`config.mk`:
```
export PLATFORM = sky130hd
export DESIGN_NAME = alu_control_pipe
export DESIGN_NICKNAME = d
export VERILOG_FILES = /design/src/rtl/alu_control_pipe.sv
export SDC_FILE = /design/constraint.sdc
export NUM_CORES = 1
export LEC_CHECK = 0
export CAP_MARGIN = 0
export CORE_UTILIZATION = 45
export DETAILED_ROUTE_END_ITERATION = 10
export PLACE_DENSITY = 0.82
export SLEW_MARGIN = 10
export SYNTH_ARGS = -nofsm -noshare
export SYNTH_HDL_FRONTEND = slang
export SYNTH_SLANG_ARGS = --single-unit
```
`constraint.sdc`:
```
create_clock -name clk -period 2.5 [get_ports clk]
set_input_delay 0.625 -clock clk [delete_from_list [all_inputs] [get_ports clk]]
set_output_delay 0.625 -clock clk [all_outputs]
set_load 0.05 [all_outputs]
```
`src/rtl/alu_control_pipe.sv`:
```
// Registered ALU control decoder with valid/ready handshake.
// MULT/DIV commands keep the block busy for a fixed number of cycles after they leave.
module alu_control_pipe #(
    parameter int CTRL_W     = 4,
    parameter int MUL_CYCLES = 4,
    parameter int DIV_CYCLES = 8
) (
    input  logic              clk,
    input  logic              reset_n,
    input  logic              in_valid,
    output logic              in_ready,
    input  logic [1:0]        alu_op,
    input  logic [5:0]        funct,
    output logic              out_valid,
    input  logic              out_ready,
    output logic [CTRL_W-1:0] alucontrol,
    output logic              jr,
    output logic              sign,
    output logic              multicycle,
    output logic              illegal,
    output logic              busy
);

    localparam int MAX_CYC = (MUL_CYCLES > DIV_CYCLES) ? MUL_CYCLES : DIV_CYCLES;
    localparam int CNT_W   = $clog2(MAX_CYC) + 1;

    localparam logic [3:0] OP_AND  = 4'b0000;
    localparam logic [3:0] OP_OR   = 4'b0001;
    localparam logic [3:0] OP_ADD  = 4'b0010;
    localparam logic [3:0] OP_SLL  = 4'b0011;
    localparam logic [3:0] OP_SRL  = 4'b0100;
    localparam logic [3:0] OP_SUB  = 4'b0110;
    localparam logic [3:0] OP_SLT  = 4'b0111;
    localparam logic [3:0] OP_MULT = 4'b1000;
    localparam logic [3:0] OP_DIV  = 4'b1001;
    localparam logic [3:0] OP_NOR  = 4'b1100;

    typedef enum logic [1:0] {
        IDLE,
        HOLD,
        BUSY
    } state_t;

    typedef struct packed {
        logic [3:0] code;
        logic       jr;
        logic       sign;
        logic       multicycle;
        logic       illegal;
        logic       is_div;
    } dec_t;

    state_t           state;
    logic [CNT_W-1:0] counter;
    dec_t             dec;
    dec_t             held;
    logic             accept;

    // NOTE: every field gets a default before the case so no path leaves a latch or an X.
    always_comb begin
        dec      = '0;
        dec.code = OP_ADD;
        dec.sign = 1'b1;
        unique case (alu_op)
            2'b00: dec.code = OP_ADD;
            2'b01: dec.code = OP_SUB;
            2'b11: begin
                dec.code = OP_AND;
                dec.sign = 1'b0;
            end
            default: begin
                unique case (funct)
                    6'd32: dec.code = OP_ADD;
                    6'd34: dec.code = OP_SUB;
                    6'd36: begin dec.code = OP_AND; dec.sign = 1'b0; end
                    6'd37: begin dec.code = OP_OR;  dec.sign = 1'b0; end
                    6'd39: begin dec.code = OP_NOR; dec.sign = 1'b0; end
                    6'd42: dec.code = OP_SLT;
                    6'd0:  begin dec.code = OP_SLL; dec.sign = 1'b0; end
                    6'd2:  begin dec.code = OP_SRL; dec.sign = 1'b0; end
                    6'd8:  begin dec.code = OP_ADD; dec.jr = 1'b1; end
                    6'd24: begin dec.code = OP_MULT; dec.multicycle = 1'b1; end
                    6'd26: begin
                        dec.code       = OP_DIV;
                        dec.multicycle = 1'b1;
                        dec.is_div     = 1'b1;
                    end
                    default: dec.illegal = 1'b1;
                endcase
            end
        endcase
    end

    // A held MULT/DIV never lets a new command in on the cycle it leaves.
    assign in_ready = reset_n &&
                      ((state == IDLE) ||
                       (state == HOLD && out_ready && !held.multicycle));
    assign accept   = in_valid && in_ready;

    // NOTE: state and outputs use non-blocking assignments so every flop samples pre-edge values.
    always_ff @(posedge clk) begin
        if (!reset_n) begin
            state     <= IDLE;
            counter   <= '0;
            held      <= '0;
            out_valid <= 1'b0;
            busy      <= 1'b0;
        end else begin
            unique case (state)
                IDLE: begin
                    if (accept) begin
                        state     <= HOLD;
                        out_valid <= 1'b1;
                    end
                end
                HOLD: begin
                    if (out_ready) begin
                        if (held.multicycle) begin
                            state     <= BUSY;
                            out_valid <= 1'b0;
                            busy      <= 1'b1;
                            counter   <= held.is_div ? CNT_W'(DIV_CYCLES - 1)
                                                     : CNT_W'(MUL_CYCLES - 1);
                        end else if (!in_valid) begin
                            state     <= IDLE;
                            out_valid <= 1'b0;
                        end
                    end
                end
                BUSY: begin
                    if (counter == '0) begin
                        state <= IDLE;
                        busy  <= 1'b0;
                    end else begin
                        counter <= counter - CNT_W'(1);
                    end
                end
                default: begin
                    state     <= IDLE;
                    out_valid <= 1'b0;
                    busy      <= 1'b0;
                end
            endcase
            if (accept) begin
                held <= dec;
            end
        end
    end

    assign alucontrol = CTRL_W'(held.code);
    assign jr         = held.jr;
    assign sign       = held.sign;
    assign multicycle = held.multicycle;
    assign illegal    = held.illegal;

endmodule
```
* After elaboration in Yosys (flattened, before gate mapping)
Cells that the tools add are included.
** Storage, ports and cells
- Flip-flop bits (word level) :: 17
- Latch bits :: 0
- RAM bits :: 0
- Bits in read-only memories :: 0
- Input bits :: 12
- Output and inout bits :: 11
- Word-level logic and storage cells :: 83
- Memories :: 0
** Operators by class
- $add $sub $neg :: 1
- Multipliers :: 0
- Divide/modulo/power cells :: 0
- Order comparisons :: 0
- Equality and inequality tests :: 20
- Shift-type cells :: 0
- Multiplexer cells :: 30
- Bitwise operators :: 2
- Reductions and logical operators :: 20
** Operator list (count)
- $eq 6x6->1 const B :: 6
- $pmux 4 s9 :: 1
- $reduce_and 4->1 :: 4
- $mux 1 :: 13
- $eq 6x5->1 const B :: 2
- $mux 4 :: 3
- $pmux 4 s3 :: 1
- $reduce_or 11->1 :: 1
- $mux 2 :: 5
- $ne 2x2->1 const B :: 5
- $pmux 4 s2 :: 1
- $eq 6x2->1 const B :: 1
- $eq 6x4->1 const B :: 1
- $logic_not 6->1 :: 1
- $mux 3 :: 2
- $pmux 1 s3 :: 2
- $pmux 2 s3 :: 1
- $reduce_or 5->1 :: 1
- $eq 2x1->1 const B :: 2
- $eq 2x2->1 const B :: 2
- $logic_and 1x1->1 :: 4
- $logic_not 2->1 :: 2
- $logic_not 4->1 :: 1
- $reduce_or 2->1 :: 2
- 8 further kinds :: 9

* Logic depth before layout (Yosys ltp)
Gate-level depths: netlist (run 1).
- Word-level depth :: 8
- Mapped depth :: 6
- Gate-level depth less buffers :: 6

* Least setup slack after synthesis (run 1)
OpenSTA, ideal clock, no wires.
- Path kind :: input port to output port
- Start :: input port reset_n
- End :: output port in_ready
- Arrival :: 1.603 ns
- Setup slack :: 0.272 ns
- Stages :: 3
- Cells stage by stage :: buf_4 nand2b_4 a21oi_1
** On the way
- Cells in the longest elaborated chain, start to end :: 1
** RTL lines
- start: declaration :: line 9 : input logic reset_n,
- $logic_and 1x1->1 :: line 95 : assign in_ready = reset_n &&
- end: declaration :: line 11 : output logic in_ready,
No other way between the ends.

* Worst setup path in the final report (run 1)
- Start :: input port out_ready
- End :: output port in_ready
** On the way
- Cells in the longest elaborated chain, start to end :: 4
** RTL lines
- start: declaration :: line 15 : input logic out_ready,
- $logic_and 1x1->1 (2 in a row) :: line 97 : (state == HOLD && out_ready && !held.multicycle));
- $logic_or 1x1->1 :: line 96 : ((state == IDLE) ||
- $logic_and 1x1->1 :: line 95
No other way between the ends.

==> key figures, run 1 <==
STA
  • Final min period: 2330 ps
  • Relative slew slack: 0.667
  • Fin Setup TNS: 0 ps
  • Final worst slack: between 150 and 200 ps
  • RSZ-0062 raised after global routing: no
  • Worst-margin pin slew: about 500 ps
  • Tcrit/Tclk final: 0.932
  • Skew final: between 0.9 and 1 ps
  • Slew Viols, Final: 0
  • Fin. Hold Viols: 0
  • Fmax: approximately 430 MHz
  • # setup viols final: 0

Route
  • WL per Instance: 12.0 µm
  • Vias/cell: 5.41
  • Post-Route WL: ~2000 µm
  • Via count: ~900
  • Number of DRC markers in iteration 0: 21
  • Post-DRT Antenna Nets: 0
  • Number of remaining DRC errors: 0
  • Drt pass-1 iters: 4

Clock tree
  • Postcts setup bufs: 0
  • CTS root buf: clkbuf_4
  • Clock sinks: 17
  • Worst-path clk slew: 90 ps
  • CTS tree: built
  • Total clock buffers created by CTS: 3
  • Worst-skew pair later-pin latency: around 280 ps
  • CTS Hold Bufs: 0
  • H-Tree Depth: 1
  • CTS Buffer Depth: 2
  • Resized cells post-CTS: 0

Placement
  • Placed Cells: 163
  • DP HPWL: between 1000 and 1500 µm
  • Dpl ws: 162 ps
  • GPL Wtd Cong: 0.799
  • Area after DPL: about 1200 µm²
  • Port buffer count: 22

Worst setup path
  • CP cell instances: clkdlybuf4s50_1, nand2b_4, a21oi_1, buf_12
  • Crit Path Category: in -> out
  • Worst r2r dst: counter[2]$_SDFFE_PN0P_
  • Slowest-stage cell, CP: clkdlybuf4s50_1
  • Flop2flop setup slack: ~930 ps
  • CP Launch Type: input port
  • Critical Path AT: 1700 ps
  • Max incr delay on CP: 570 ps
  • Reg2Reg Depth: 6
  • Buf+Inv Stages, Crit Path: 2
  • Reg2reg start: counter[0]$_SDFFE_PN0P_
  • Crit-path max FO: 5
  • Worst endpoint required time: approximately 1900 ps
  • CP Capture Type: output port
  • Crit path max-delay family: buffers and inverters

Final layout
  • Final Util: 0.580
  • Syn-to-layout area delta: 22.3%
  • Fin nets: between 150 and 200
  • Most frequent cells in the layout: 21 x clkdlybuf4s50_1, 17 x dfxtp_1, 8 x a21oi_1, 8 x nand2_1, 8 x o21ai_0
  • Antenna cell count: 0
  • Layout cells sized above 1: 0.0791
  • Filler cells: about 210
  • Commonest non-fill, non-tap cell in the layout: clkdlybuf4s50_1
  • Post-route cell area: about 1300 µm²
  • Finished Layout Cells: about 170

Die
  • Die area: ~2500 µm²
  • Die width: 50.1 µm
  • Initial Utilization: 0.475
  • I/O pin cnt: 23
  • DIE HEIGHT: between 50 and 60 µm
  • Row Count: 17
  • Core area: between 2000 and 2500 µm²

Yosys
  • Net Count, Synth: between 100 and 150
  • Mapped Cells: 123
  • Post-synth ARST share: 0
  • Yosys cell types: 45
  • Top FF cell, synth: dfxtp_1
  • Synth warn: 0
  • Mapped cell area: approximately 1000 µm²
  • EDFF count, synth: 0
  • Post-Syn Area per Cell: ~8.5 µm²
  • Share of the yosys chip area belonging to registers: 0.327
  • Post-synthesis register bit count: 17

Worst hold path
  • Hold EP: alucontrol[3]$_SDFFE_PN0P_
  • Hold path depth: 2
  • Hold Crit Class: reg -> reg
  • Hold_sp: alucontrol[3]$_SDFFE_PN0P_

Power and ir drop
  • Peak VDD IR: around 370 µV
  • Static leakage: around 0.48 nW
  • PD cells: ~440 nW/µm²

Global route
  • Total grt overflow: 0
  • Global Route Usage Sum: 0.178
  • Vias in the first global route: between 800 and 900
  • Largest net degree at the start of global routing: 19
  • Initial antenna violation count: 0
  • First-pass GRT wire length: approximately 3500 µm

Run status
  • Outcome: finished clean

Job
  • Max cap viols: 0
## layer usage
metal,part of all wire,wire (µm),vias to the layer above,global-route usage
met4,0.0060,12,0,0.0286
met5,0,0,-,0
met1,0.49,980,412,0.225
met2,0.46,930,18,0.296
li1,-,-,471,-
met3,0.041,82,2,0.0556
## kinds of logic (layout without fill, tap and decap cells)
family,Yosys count,count (layout),synth area share
adder cells (fa/ha/maj),1,1,0.0120
AO/OA/AOI/OAI,38,38,0.258
buffers and inverters,18,34,0.0939
XOR/XNOR,2,2,0.0169
flip-flops,17,17,0.327
AND/OR/NAND/NOR,47,47,0.292
## Yosys cell counts, types with 3 or more instances
| library cell | count | area (µm²) |
|---|---|---|
| clkbuf_1 | 3 | 11.3 |
| buf_4 | 5 | 37.5 |
| nor2_1 | 6 | 22.5 |
| nand2b_1 | 4 | 25.0 |
| nand2_1 | 8 | 30.0 |
| o21ai_0 | 8 | 40.0 |
| a21oi_1 | 8 | 40.0 |
| a21boi_0 | 3 | 22.5 |
| dfxtp_1 | 17 | 340 |
| nor2b_1 | 5 | 31.3 |
| buf_2 | 3 | 15.0 |
| inv_1 | 6 | 22.5 |
## state kept, by name (all words and copies together) (netlist names)
signal / flops
alucontrol: 4
busy: 1
counter: 4
held: 1
illegal: 1
jr: 1
multicycle: 1
out_valid: 1
sign: 1
state: 2
## where the power goes
part           switching, mW  internal (mW)  total, mW
Clock                 0.0790         0.0620      0.141
Sequential           0.00679          0.279      0.286
Combinational         0.0755         0.0573      0.133
## per-stage QoR
| step | power, mW | hold WS (ps) |
|---|---|---|
| CTS | 0.567 | 468 |
| finish | 0.560 | 464 |
| detailed placement | 0.425 | 457 |
| floorplan | 0.382 | 436 |
| global route | 0.591 | 510 |
| global placement | 0.422 | 451 |
## worst max-delay path by stage
| stage | from | endpoint | depth (start not counted) | slack (ps) |
|---|---|---|---|---|
| 2_1_floorplan | reset_n | in_ready | 3 | 270 |
| 3_3_place_gp | out_ready | in_ready | 4 | 180 |
| 3_5_place_dp | out_ready | in_ready | 4 | 160 |
| 4_1_cts | out_ready | in_ready | 4 | 160 |
| 5_1_grt | out_ready | in_ready | 4 | 90 |
| 6_report | out_ready | in_ready | 4 | 170 |
## worst register-to-register path: cells and delay by family (launching register included)
| family | cells | cell delay (ps) |
|---|---|---|
| DFF | 1 | 370 |
| and+or+nand+nor | 1 | 170 |
| AOI/OAI and AO/OA | 3 | 680 |
| adders and majority gates | 1 | 210 |
| buffers and inverters | 1 | 60 |
## layout make-up
class	instances	area [µm²]	share of cell area
repair buffers	24	245	0.193
well taps	28	35.0	0.0276
clock buffers	4	26.3	0.0207
multi-input cells	88	602	0.473
inverters	6	22.5	0.0177
flip-flops and latches	17	340	0.268
Note: power is estimated with default switching activity, not from simulation.
==> run 2: changes to the inputs <==
- MAX_ROUTING_LAYER: not set -> met4
==> key figures, run 2 (synthesis results as in run 1) <==
Global route
  • Global Route Usage Sum: 0.183 (+0.00491)
  • Largest net degree at the start of global routing: 19 (unchanged)
  • First-pass GRT wire length: 3460 µm (+0.17%)
  • Vias in the first global route: 814 (unchanged)
  • Total grt overflow: 0 (unchanged)
  • Initial antenna violation count: 0 (unchanged)

Final layout
  • Most frequent cells in the layout: 21 x clkdlybuf4s50_1, 17 x dfxtp_1, 8 x a21oi_1, 8 x nand2_1, 8 x o21ai_0
  • Area of the multi-input gates: 602 µm² (unchanged)
  • Filler cells: 209 (unchanged)
  • Commonest non-fill, non-tap cell in the layout: clkdlybuf4s50_1
  • Antenna cell count: 0 (unchanged)
  • Final Util: 0.580 (unchanged)
  • Fin nets: 153 (unchanged)
  • FF+latch area: 340 µm² (unchanged)
  • Syn-to-layout area delta: 22.3% (unchanged)
  • Layout cells sized above 1: 0.0791 (unchanged)

STA
  • Slew Viols, Final: 0 (unchanged)
  • Fmax: 429 MHz (about the same)
  • RSZ-0062 raised after global routing: no
  • Tcrit/Tclk final: 0.932 (about the same)
  • Fin Setup TNS: 0 ps (unchanged)
  • Relative slew slack: 0.667 (about the same)
  • Fin. Hold Viols: 0 (unchanged)
  • Worst-margin pin slew: 498 ps (+0.0715 ps)
  • Final min period: 2330 ps (+0.540 ps)
  • Skew final: 1.79 ps (+0.831 ps)
  • # setup viols final: 0 (unchanged)

Clock tree
  • Worst-skew pair later-pin latency: 280 ps (about the same)
  • H-Tree Depth: 1 (unchanged)
  • CTS root buf: clkbuf_4
  • CTS tree: built
  • Total clock buffers created by CTS: 3 (unchanged)
  • CTS Hold Bufs: 0 (unchanged)
  • Resized cells post-CTS: 0 (unchanged)
  • CTS Buffer Depth: 2 (unchanged)
  • Clock sinks: 17 (unchanged)
  • Postcts setup bufs: 0 (unchanged)
  • Worst-path clk slew: 90 ps (about the same)

Worst setup path
  • Flop2flop setup slack: 930 ps (about the same)
  • Slowest-stage cell, CP: clkdlybuf4s50_1
  • Reg2reg start: counter[0]$_SDFFE_PN0P_
  • Crit-path max FO: 5 (unchanged)
  • CP Capture Type: output port
  • Max incr delay on CP: 570 ps (about the same)
  • Critical Path AT: 1700 ps (about the same)
  • Worst r2r dst: counter[2]$_SDFFE_PN0P_
  • CP cell instances: clkdlybuf4s50_1, nand2b_4, a21oi_1, buf_12
  • Reg2Reg Depth: 6 (unchanged)
  • Crit Path Category: in -> out
  • Worst endpoint required time: 1880 ps (about the same)
  • CP Launch Type: input port

Placement
  • Port buffer count: 22 (unchanged)
  • DP HPWL: 1480 µm (unchanged)
  • GPL Wtd Cong: 0.811 (+1.4%)

Die
  • Core area: 2190 µm² (unchanged)
  • Row Count: 17 (unchanged)
  • Die area: 2510 µm² (unchanged)
  • I/O pin cnt: 23 (unchanged)
  • Die width: 50.1 µm (unchanged)
  • DIE HEIGHT: 50.1 µm (unchanged)
  • Initial Utilization: 0.475 (unchanged)

Power and ir drop
  • PD cells: 441 nW/µm² (+0.11%)
  • Final Power: 0.561 mW (+0.11%)
  • Static leakage: 0.477 nW (unchanged)
  • Peak VDD IR: 366 µV (about the same)

Route
  • Number of DRC markers in iteration 0: 18 (-14%)
  • Post-Route WL: 2010 µm (+0.45%)
  • Drt pass-1 iters: 4 (unchanged)
  • Post-DRT Antenna Nets: 0 (unchanged)
  • Vias/cell: 5.42 (+0.22%)
  • WL per Instance: 12.1 µm (+0.45%)
  • Via count: 905 (+0.22%)
  • Number of remaining DRC errors: 0 (unchanged)

Worst hold path
  • Hold EP: alucontrol[3]$_SDFFE_PN0P_
  • Hold_sp: alucontrol[3]$_SDFFE_PN0P_
  • Hold path depth: 2 (unchanged)
  • Hold Crit Class: reg -> reg

Run status
  • Outcome: finished clean

Job
  • Max cap viols: 0 (unchanged)
-- run 2: cell counts in the layout (fill, tap and decap cells not counted) --
No cell type changed its count.
-- run 2: stage by stage --
| step | hold WS (ps) | cells | setup slack [ps] | area (µm²) |
|---|---|---|---|---|
| 3_5_place_dp | 457 | 163 | 162 | 1240 |
| 4_1_cts | 468 | 167 | 164 | 1270 |
| 3_3_place_gp | 451 | 163 | 185 | 1240 |
| 2_1_floorplan | 436 | 123 | 272 | 1040 |
| 5_1_grt | 510 | 167 | 94.2 | 1270 |
| 6_report | 466 | 167 | 170 | 1270 |
-- run 2: how the worst max path moves through the flow --
stage                    end  slack (ps)      start
CTS                 in_ready         160  out_ready
global placement    in_ready         180  out_ready
finish              in_ready         170  out_ready
detailed placement  in_ready         160  out_ready
global route        in_ready          90  out_ready
floorplan           in_ready         270    reset_n
-- run 2: metal layers --
metal	GRT usage	wire length [µm]
met5	-	0
met4	0.0286	12
met3	0.0556	72
met2	0.296	928
met1	0.225	1000
-- run 2: critical path: cells and delay by family --
| kind | cells | cell delay, ps |
|---|---|---|
| buffers and inverters | 2 | 740 |
| AO/OA/AOI/OAI | 1 | 250 |
| AND/OR/NAND/NOR | 1 | 90 |
-- run 2: area by class of cell --
type | instances | area share
Multi-Input combinational cell | 88 | 0.473
Tap cell | 28 | 0.0276
Clock buffer | 4 | 0.0207
Timing Repair Buffer | 24 | 0.193
Inverter | 6 | 0.0177
Sequential cell | 17 | 0.268
-- run 2: where the power goes --
part | total [mW] | switching, mW | leakage (nW) | internal, mW
sequential | 0.286 | 0.00678 | 0.139 | 0.279
clock | 0.141 | 0.0795 | 0.0150 | 0.0620
combinational | 0.133 | 0.0756 | 0.324 | 0.0573
total | 0.561 | 0.162 | 0.477 | 0.399
